==> config.mk <==
export PLATFORM = sky130hd
export DESIGN_NAME = dc_bitstream_packer_flat
export DESIGN_NICKNAME = d
export VERILOG_FILES = /design/src/rtl/dc_bitstream_packer_if.sv /design/src/rtl/dc_bitstream_packer.sv /design/src/flat_wrapper.sv
export SDC_FILE = /design/constraint.sdc
export NUM_CORES = 1
export LEC_CHECK = 0
export BUFFER_PORTS_ARGS = -buffer_cell sky130_fd_sc_hd__buf_2
export CORE_MARGIN = 2
export CORE_UTILIZATION = 58
export DETAILED_ROUTE_END_ITERATION = 10
export GPL_TIMING_DRIVEN = 0
export PLACE_DENSITY = 0.8
export SETUP_SLACK_MARGIN = 0.15
export SLEW_MARGIN = 10
export SYNTH_ARGS = -nofsm -noshare
export SYNTH_HDL_FRONTEND = slang
export SYNTH_SLANG_ARGS = --single-unit
export TNS_END_PERCENT = 5
==> constraint.sdc <==
create_clock -name clk -period 8.37 [get_ports clk]
set_clock_uncertainty 0.05 [all_clocks]
set_input_delay 2.0925 -clock clk [delete_from_list [all_inputs] [get_ports clk]]
set_output_delay 2.0925 -clock clk [all_outputs]
set_load 0.01 [all_outputs]
==> src/rtl/dc_bitstream_packer_if.sv <==
// Codeword input and packed-word output bundle of the DC bitstream packer.
// The packer takes the slave view; the codeword source / word sink takes master.
interface dc_bitstream_packer_if #(
    parameter int MAX_CODE_LEN = 24,
    parameter int WORD_W       = 32
);
    logic                    in_valid;
    logic                    in_ready;
    logic [MAX_CODE_LEN-1:0] code_value;
    logic [5:0]              code_length;
    logic                    flush;
    logic                    out_valid;
    logic                    out_ready;
    logic [WORD_W-1:0]       out_data;
    logic [2:0]              out_bytes;
    logic                    out_last;

    modport master (
        output in_valid, code_value, code_length, flush, out_ready,
        input  in_ready, out_valid, out_data, out_bytes, out_last
    );

    modport slave (
        input  in_valid, code_value, code_length, flush, out_ready,
        output in_ready, out_valid, out_data, out_bytes, out_last
    );
endinterface

==> src/rtl/dc_bitstream_packer.sv <==
// Packs right-aligned variable-length codewords MSB-first into 32-bit words;
// a flush emits the zero-padded tail as the final word of the slice.
module dc_bitstream_packer #(
    parameter int MAX_CODE_LEN = 24,
    parameter int WORD_W       = 32
) (
    input  logic                   clk,
    input  logic                   reset_n,
    dc_bitstream_packer_if.slave   bus,
    output logic [31:0]            total_bits,
    output logic                   err_len
);

    typedef enum logic [1:0] {
        ST_RUN      = 2'd0,
        ST_FLUSH    = 2'd1,
        ST_LAST     = 2'd2,
        ST_WAIT_ACK = 2'd3
    } state_e;

    function automatic logic [4:0] clamp_len(input logic [5:0] len_in);
        logic [4:0] len_out;
        if (len_in > 6'd24) begin
            len_out = 5'd24;
        end else begin
            len_out = len_in[4:0];
        end
        return len_out;
    endfunction

    function automatic logic [23:0] mask_code(input logic [23:0] value, input logic [4:0] len);
        return value & ~(24'hFF_FFFF << len);
    endfunction

    state_e      state_q,     state_d;
    logic [55:0] acc_q,       acc_d;
    logic [5:0]  fill_q,      fill_d;
    logic        out_valid_q, out_valid_d;
    logic [31:0] out_data_q,  out_data_d;
    logic [2:0]  out_bytes_q, out_bytes_d;
    logic        out_last_q,  out_last_d;
    logic [31:0] total_q,     total_d;
    logic        err_q,       err_d;

    logic        out_free_s;
    logic        drain_now_s;
    logic        in_ready_s;
    logic        accept_s;
    logic [4:0]  len_s;
    logic [55:0] acc_base_s;
    logic [5:0]  fill_base_s;
    logic [5:0]  shift_s;
    logic [55:0] code_bits_s;
    logic [2:0]  tail_bytes_s;

    assign out_free_s   = !out_valid_q || bus.out_ready;
    assign drain_now_s  = (fill_q >= 6'd32) && out_free_s;
    assign in_ready_s   = (state_q == ST_RUN) && ((fill_q < 6'd32) || drain_now_s);
    assign accept_s     = bus.in_valid && in_ready_s;
    assign len_s        = clamp_len(bus.code_length);
    // New bits always land after the drain shift so a same-cycle accept never collides.
    assign acc_base_s   = drain_now_s ? {acc_q[23:0], 32'd0} : acc_q;
    assign fill_base_s  = drain_now_s ? (fill_q - 6'd32) : fill_q;
    assign shift_s      = 6'd56 - fill_base_s - {1'b0, len_s};
    assign code_bits_s  = {32'd0, mask_code(bus.code_value, len_s)} << shift_s;
    assign tail_bytes_s = {1'b0, fill_q[4:3]} + {2'b00, |fill_q[2:0]};

    // Next-state, accumulator and output-register logic.
    always_comb begin
        state_d     = state_q;
        acc_d       = acc_q;
        fill_d      = fill_q;
        out_valid_d = out_valid_q;
        out_data_d  = out_data_q;
        out_bytes_d = out_bytes_q;
        out_last_d  = out_last_q;
        total_d     = total_q;
        err_d       = err_q;

        if (out_valid_q && bus.out_ready) begin
            out_valid_d = 1'b0;
        end else begin
            out_valid_d = out_valid_q;
        end

        if (drain_now_s) begin
            out_data_d  = acc_q[55:24];
            out_bytes_d = 3'd4;
            out_last_d  = 1'b0;
            out_valid_d = 1'b1;
        end else begin
            out_data_d  = out_data_q;
        end

        if (accept_s) begin
            acc_d   = acc_base_s | code_bits_s;
            fill_d  = fill_base_s + {1'b0, len_s};
            total_d = total_q + {27'd0, len_s};
            if (bus.code_length > 6'd24) begin
                err_d = 1'b1;
            end else begin
                err_d = err_q;
            end
        end else begin
            acc_d  = acc_base_s;
            fill_d = fill_base_s;
        end

        case (state_q)
            ST_RUN: begin
                if (bus.flush) begin
                    state_d = ST_FLUSH;
                end else begin
                    state_d = ST_RUN;
                end
            end
            ST_FLUSH: begin
                if ((fill_q < 6'd32) && out_free_s) begin
                    state_d = ST_LAST;
                end else begin
                    state_d = ST_FLUSH;
                end
            end
            ST_LAST: begin
                out_data_d  = acc_q[55:24];
                out_bytes_d = tail_bytes_s;
                out_last_d  = 1'b1;
                out_valid_d = 1'b1;
                acc_d       = 56'd0;
                fill_d      = 6'd0;
                state_d     = ST_WAIT_ACK;
            end
            ST_WAIT_ACK: begin
                if (bus.out_ready) begin
                    out_valid_d = 1'b0;
                    out_last_d  = 1'b0;
                    total_d     = 32'd0;
                    state_d     = ST_RUN;
                end else begin
                    state_d     = ST_WAIT_ACK;
                end
            end
            default: begin
                state_d = ST_RUN;
            end
        endcase
    end

    // State and output registers; reset drops out_valid without a clock edge.
    always_ff @(posedge clk or negedge reset_n) begin
        if (!reset_n) begin
            state_q     <= ST_RUN;
            acc_q       <= 56'd0;
            fill_q      <= 6'd0;
            out_valid_q <= 1'b0;
            out_data_q  <= 32'd0;
            out_bytes_q <= 3'd0;
            out_last_q  <= 1'b0;
            total_q     <= 32'd0;
            err_q       <= 1'b0;
        end else begin
            state_q     <= state_d;
            acc_q       <= acc_d;
            fill_q      <= fill_d;
            out_valid_q <= out_valid_d;
            out_data_q  <= out_data_d;
            out_bytes_q <= out_bytes_d;
            out_last_q  <= out_last_d;
            total_q     <= total_d;
            err_q       <= err_d;
        end
    end

    assign bus.in_ready  = in_ready_s;
    assign bus.out_valid = out_valid_q;
    assign bus.out_data  = out_data_q;
    assign bus.out_bytes = out_bytes_q;
    assign bus.out_last  = out_last_q;
    assign total_bits    = total_q;
    assign err_len       = err_q;

endmodule
==> src/flat_wrapper.sv <==
// flat-port wrapper written by rule: the top's interface ports become plain ports
module dc_bitstream_packer_flat 
#(
    parameter int MAX_CODE_LEN = 24,
    parameter int WORD_W       = 32
)
  (clk, reset_n, total_bits, err_len, bus_in_valid, bus_code_value, bus_code_length, bus_flush, bus_out_ready, bus_in_ready, bus_out_valid, bus_out_data, bus_out_bytes, bus_out_last);
  dc_bitstream_packer_if #(.MAX_CODE_LEN(MAX_CODE_LEN), .WORD_W(WORD_W)) bus_i ();
  input  logic clk;
  input  logic reset_n;
  output logic [31:0] total_bits;
  output logic err_len;
  input wire logic [$bits(bus_i.in_valid)-1:0] bus_in_valid;
  input wire logic [$bits(bus_i.code_value)-1:0] bus_code_value;
  input wire logic [$bits(bus_i.code_length)-1:0] bus_code_length;
  input wire logic [$bits(bus_i.flush)-1:0] bus_flush;
  input wire logic [$bits(bus_i.out_ready)-1:0] bus_out_ready;
  output wire logic [$bits(bus_i.in_ready)-1:0] bus_in_ready;
  output wire logic [$bits(bus_i.out_valid)-1:0] bus_out_valid;
  output wire logic [$bits(bus_i.out_data)-1:0] bus_out_data;
  output wire logic [$bits(bus_i.out_bytes)-1:0] bus_out_bytes;
  output wire logic [$bits(bus_i.out_last)-1:0] bus_out_last;
  assign bus_i.in_valid = bus_in_valid;
  assign bus_i.code_value = bus_code_value;
  assign bus_i.code_length = bus_code_length;
  assign bus_i.flush = bus_flush;
  assign bus_i.out_ready = bus_out_ready;
  assign bus_in_ready = bus_i.in_ready;
  assign bus_out_valid = bus_i.out_valid;
  assign bus_out_data = bus_i.out_data;
  assign bus_out_bytes = bus_i.out_bytes;
  assign bus_out_last = bus_i.out_last;
  dc_bitstream_packer #(.MAX_CODE_LEN(MAX_CODE_LEN), .WORD_W(WORD_W)) u_core (.clk(clk), .reset_n(reset_n), .bus(bus_i), .total_bits(total_bits), .err_len(err_len));
endmodule
# After elaboration in Yosys (flattened, before gate mapping)
# Cells that the tools add are included.
# word_totals
reg_bits,134
in_bits,35
output_inout_bits,71
elab_cells,63
# classes
n_addsub,6
n_lt_le_gt_ge,3
eq_ne,3
shifts,2
muxes,25
n_bitwise,3
n_reduce_logical,12
# ops
op,count
two-way mux 56 bit,3
two-way mux 32 bit,5
OR 56 bit,1
<< shifter 24 x 6 -> 56 bit,1
adder 32 x 5 -> 32 bit,1
AND 24 bit,1
NOT 24 bit,1
"<< shifter 24 x 5 -> 24 bit, first input constant",1
two-way mux 6 bit,3
one-hot mux 2 bit (4 select lines),1
adder 6 x 5 -> 6 bit,1
"greater-or-equal comparator 6 bit, second input constant",1
"greater-than comparator 6 x 5 -> 1 bit, second input constant",1
"< comparator 6 bit, second input constant",1
two-way mux 1 bit,6
two-way mux 3 bit,2
subtractor 6 x 5 -> 6 bit,1
"subtractor 6 bit, first input constant",1
"subtractor 6 bit, second input constant",1
logical AND 1 bit,5
two-way mux 5 bit,1
"equality test 2 bit, second input constant",2
two-way mux 2 bit,2
one-hot mux 1 bit (2 select lines),2
8 further kinds,9

# Logic depth before layout (Yosys ltp)
# depth
ltp_word,10
mapped_depth,16
depth_no_buf,13

# Least setup slack after synthesis
# No wires, ideal clock.
# synth_timing
kind,input -> register
from,input port bus_code_length[5]
to,register u_core.acc_q[24]
setup_ps,127
t_arrival_ps,5388
required_time_ps,8193
path_slack_ps,2805
stages,14
path_buffers,5
path_cell_list,buf_6 > buf_2 > a21oi_1 > and2_1 > ha_1 > inv_1 > ha_1 > fa_1 > buf_1 > clkbuf_1 > clkbuf_1 > o22ai_1 > a222oi_1 > inv_1
# synth_via
elab_chain_len,9
word_cells_on_any_way,10
cone_classes,add/sub (1); order compare (1); shift (2); mux (3); bitwise (3)
# synth_lines
item,line,rtl
start: declaration,flat_wrapper.sv:15,input wire logic [$bits(bus_i.code_length)-1:0] bus_code_length;
greater-than comparator 6 x 5 -> 1 bit (*),dc_bitstream_packer.sv:23,if (len_in > 6'd24) begin
two-way mux 5 bit (*),dc_bitstream_packer.sv:23,
<< shifter 24 x 5 -> 24 bit,dc_bitstream_packer.sv:32,return value & ~(24'hFF_FFFF << len);
NOT 24 bit,dc_bitstream_packer.sv:32,
AND 24 bit,dc_bitstream_packer.sv:32,
<< shifter 24 x 6 -> 56 bit (*),dc_bitstream_packer.sv:65,"assign code_bits_s = {32'd0, mask_code(bus.code_value, len_s)} << shift_s;"
OR 56 bit (*),dc_bitstream_packer.sv:96,acc_d = acc_base_s | code_bits_s;
two-way mux 56 bit (*),dc_bitstream_packer.sv:95,if (accept_s) begin
two-way mux 56 bit (*),dc_bitstream_packer.sv:109,case (state_q)
named net u_core.acc_d[24],dc_bitstream_packer.sv:36,"logic [55:0] acc_q, acc_d;"
end signal: assignment,dc_bitstream_packer.sv:153,acc_q <= 56'd0;
end signal: assignment,dc_bitstream_packer.sv:163,acc_q <= acc_d;
end: declaration,dc_bitstream_packer.sv:36,
# Mark *: on every way through the listed nets, which the timed path passes. The rest lies on a longest branch.
# A chain may end at the register's enable or synchronous reset.

# Worst setup path after layout
# layout_timing
from,input port bus_code_length[3]
to,register u_core.acc_q[54]
# layout_via
elab_chain_len,9
word_cells_on_any_way,10
cone_classes,add/sub (1); order compare (1); shift (2); mux (3); bitwise (3)
# layout_lines
item,line
greater-than comparator 6 x 5 -> 1 bit,dc_bitstream_packer.sv:23
two-way mux 5 bit (*),dc_bitstream_packer.sv:23
<< shifter 24 x 5 -> 24 bit,dc_bitstream_packer.sv:32
NOT 24 bit,dc_bitstream_packer.sv:32
AND 24 bit,dc_bitstream_packer.sv:32
<< shifter 24 x 6 -> 56 bit (*),dc_bitstream_packer.sv:65
OR 56 bit (*),dc_bitstream_packer.sv:96
two-way mux 56 bit (*),dc_bitstream_packer.sv:95
two-way mux 56 bit (*),dc_bitstream_packer.sv:109
named net u_core.acc_d[54],dc_bitstream_packer.sv:36
# Marks and branches as above.

==> summary.md <==
| Metric | Value |
|---|---|
| Outcome | `completed` |
| Nature of the critical path endpoint | `register` |
| RSZ-0062 raised after global routing | `false` |
| Post-layout nets | `1110` |
| Maximum resistive drop on vdd | `0.000195 V` |
| WP data required | `8.62 ns` |
| Slew @ Worst Pin | `1.20 ns` |
| Setup violations, final | `0` |
| DP Worst Slack | `1.88 ns` |
| Fin. Hold Viols | `0` |
| Max Cap Violations | `0` |
| Ys flop type | `dfrtp_1` |
| I/O Buffers | `104` |
| Final wirelength | `28100 um` |
| Final Wtd Congestion | `0.972` |
| Clock insertion delay at the later pin of the skew report | `0.42 ns` |
| Sequential Area | `3350 um^2` |
| Final worst slack | `2.14 ns` |
| CTS tree | `yes` |
| FMAX | `161 MHz` |
| Clk root buf | `clkbuf_16` |
| Grt total ovfl | `0` |
| Placed wire-length estimate | `20500 um` |
| # DRC | `0` |
| Post-route ant nets | `0` |
| #FFs+latches synth | `134` |
| Reg2Reg Launch Point | `u_core.fill_q[1]$_DFFE_PN0P_` |
| Asr flop ratio synth | `1.00` |
| DR WL/cell | `22.5 um` |
| First-pass GRT wire length | `44100 um` |
| H-tree levels | `4` |
| Initial Util | `0.589` |
| Sink Count | `134` |
| CP arrival | `6.48 ns` |
| Power per cell area | `473 nW/um^2` |
| I/O Pins | `106` |
| Post-CTS setup buffers | `0` |
| Cell Area, Synth | `8500 um^2` |
| R2R cell count | `11` |
| GRT Total Usage | `0.356` |
| Via count | `8372` |
| Vias per inst | `6.70` |
| Met1 usage | `0.495` |
| Area grow syn2layout | `16.7%` |
| Synth warnings | `0` |
| Most common cell after layout, fill and taps aside | `dfrtp_1` |
| Antenna cells | `0` |
| CTS clk-pin slew, worst paths | `0.06 ns` |
| Critical path class | `primary input to register` |
| Inserted Clock Buffers | `17` |
| Worst setup startpoint | `bus_code_length[3]` |
| Setup crit start kind | `primary input` |
| Detailed Route Iter0 Violations | `935` |
| Core box area | `14400 um^2` |
| Largest net degree at the start of global routing | `91` |
| Fin crit share | `0.744` |
| Num rows | `44` |
| Sequential share of the synthesized area | `0.395` |
| Commonest cells after routing, fill and taps aside | `134 x dfrtp_1, 119 x buf_2, 108 x nand2_1` |
| Hold crit path type | `register to register` |
| Rel. slew slack | `0.197` |
| DIE WIDTH | `125 um` |
| Critical path endpoint | `u_core.acc_q[54]$_DFF_PN0_` |
| Met3 usage | `0.0715` |
| Setup TNS | `0 ns` |
| Initial antenna violation count | `0` |
| Placed cells | `1217` |
| Mapped Cells | `928` |
| R2R Setup Slk | `4.22 ns` |
| Die footprint | `15600 um^2` |
| P_leak | `4.61 nW` |
| CTS Buffer Depth | `2` |
| Reg2reg end | `u_core.acc_q[54]$_DFF_PN0_` |
| First-pass iteration count of the detailed router | `6` |
| Filler cells | `1147` |
| Post-synth cell types | `80` |
| Top Usage Layer GRT | `met2` |
| Avg Synthesized Cell Area | `9.16 um^2` |
| Crit path max fanout | `10` |
| Global Route met2 Usage | `0.559` |
| Post-synth EDFFs | `0` |
| Vias in the first global route | `8019` |
| CTS Hold Buffers Added | `0` |
| Area of the multi-input gates | `4800 um^2` |
| Mapped Nets | `986` |
| Post-layout minimum cycle time | `6.23 ns` |
| Pins Over Slew Limit | `0` |
| Die Ht | `125 um` |
| Final cell count without fillers | `1249` |
| Post-CTS Resized | `0` |
| Layout cell share with drive strength beyond 1 | `0.193` |
## cell families (layout without fill, tap and decap cells)
kind of cell    after synthesis  in the layout  share of synthesized area
xor+xnor                     33             33                     0.0356
compound gates              274            274                      0.226
mux                          74             74                     0.0958
simple gates                304            304                      0.170
flops                       134            134                      0.395
fa+ha+maj                    23             23                     0.0365
buf+inv                      86            223                     0.0412
## sequential cells by signal (all words and copies together), names as in the netlist
register              cells
u_core.acc_q             56
u_core.bus.out_data      32
u_core.total_bits        32
u_core.fill_q             6
u_core.bus.out_bytes      3
u_core.state_q            2
u_core.bus.out_last       1
u_core.bus.out_valid      1
u_core.err_len            1
## worst max-delay path, stage by stage
cell and delay [ns]:
buf_2 0.11, buf_2 0.18, a21oi_1 0.34, and2_1 0.34, ha_1 0.17, inv_1 0.04
ha_1 0.26, clkbuf_1 0.31, clkbuf_1 0.43, a221oi_1 0.11, a311oi_1 0.70, o22ai_1 0.19
nor3_1 0.67, a221oi_1 0.20, a311oi_1 0.33
## per-layer routing
layer  up-vias  wire [um]
li1       3702          -
met4         0        944
met3        91       2590
met2       556      12900
met1      4023      11700
met5         -          0
## synthesized netlist by cell type (4+ instances only)
cell / n / area [um^2]
a2111oi_0: 5 / 43.8
a211oi_1: 14 / 105
a21o_1: 12 / 90.1
a21oi_1: 54 / 270
a221o_1: 8 / 80.1
a221oi_1: 8 / 70.1
a22o_1: 12 / 105
a22oi_1: 10 / 75.1
a311oi_1: 6 / 52.6
a31oi_1: 18 / 113
a32oi_1: 5 / 43.8
and2_1: 4 / 25.0
and3_1: 12 / 75.1
buf_1: 8 / 30.0
buf_2: 16 / 80.1
clkbuf_1: 40 / 150
dfrtp_1: 134 / 3350
ha_1: 20 / 250
inv_1: 18 / 67.6
mux2_2: 39 / 439
mux2i_1: 33 / 330
nand2_1: 108 / 405
nand2b_1: 8 / 50.1
nand3_1: 28 / 140
nand4_1: 9 / 56.3
nor2_1: 73 / 274
nor2b_1: 8 / 50.1
nor3_1: 15 / 75.1
nor4_1: 5 / 31.3
nor4b_1: 5 / 43.8
o211ai_1: 13 / 97.6
o21a_1: 7 / 52.6
o21ai_0: 42 / 210
o21bai_1: 4 / 30.0
o221ai_1: 7 / 61.3
o22a_1: 6 / 52.6
o22ai_1: 9 / 56.3
or2_2: 4 / 25.0
or3_1: 13 / 81.3
xnor2_1: 21 / 184
xor2_1: 11 / 96.3
## worst min path at each step
stage / start / endpoint / cells past startpoint
6_report: u_core.acc_q[22]$_DFF_PN0_ / u_core.acc_q[22]$_DFF_PN0_ / 2
5_1_grt: u_core.err_len$_DFFE_PN0P_ / u_core.err_len$_DFFE_PN0P_ / 1
4_1_cts: u_core.acc_q[22]$_DFF_PN0_ / u_core.acc_q[22]$_DFF_PN0_ / 2
3_5_place_dp: u_core.acc_q[22]$_DFF_PN0_ / u_core.acc_q[22]$_DFF_PN0_ / 2
3_3_place_gp: u_core.acc_q[22]$_DFF_PN0_ / u_core.acc_q[22]$_DFF_PN0_ / 2
2_1_floorplan: u_core.acc_q[22]$_DFF_PN0_ / u_core.acc_q[22]$_DFF_PN0_ / 2
## final cells by class
| type | count | area share |
|---|---|---|
| multi-input cells | 708 | 0.483 |
| flip-flops and latches | 134 | 0.338 |
| plain buffers | 65 | 0.0274 |
| clock buffers | 19 | 0.0447 |
| repair buffers | 105 | 0.0559 |
| clock inverters | 13 | 0.0194 |
| inverters | 21 | 0.00795 |
| well taps | 184 | 0.0232 |
## through the flow
stage          power, mW  hold slack (ns)  cell area [um^2]   util
4_1_cts             4.57            0.427              9920  0.688
2_1_floorplan       2.84            0.388              8500      -
5_1_grt             4.93            0.433              9920  0.688
3_5_place_dp        3.74            0.410              9280  0.644
3_3_place_gp        3.71            0.407              9250  0.641
6_report            4.69            0.429              9920  0.688
## where the power goes
group | internal [mW] | total (mW) | switching [mW]
sequential | 0.831 | 0.943 | 0.112
combinational | 0.939 | 2.94 | 2.00
clock | 0.511 | 0.807 | 0.296
total | 2.28 | 4.69 | 2.41
(Power assumes the default switching activity.)
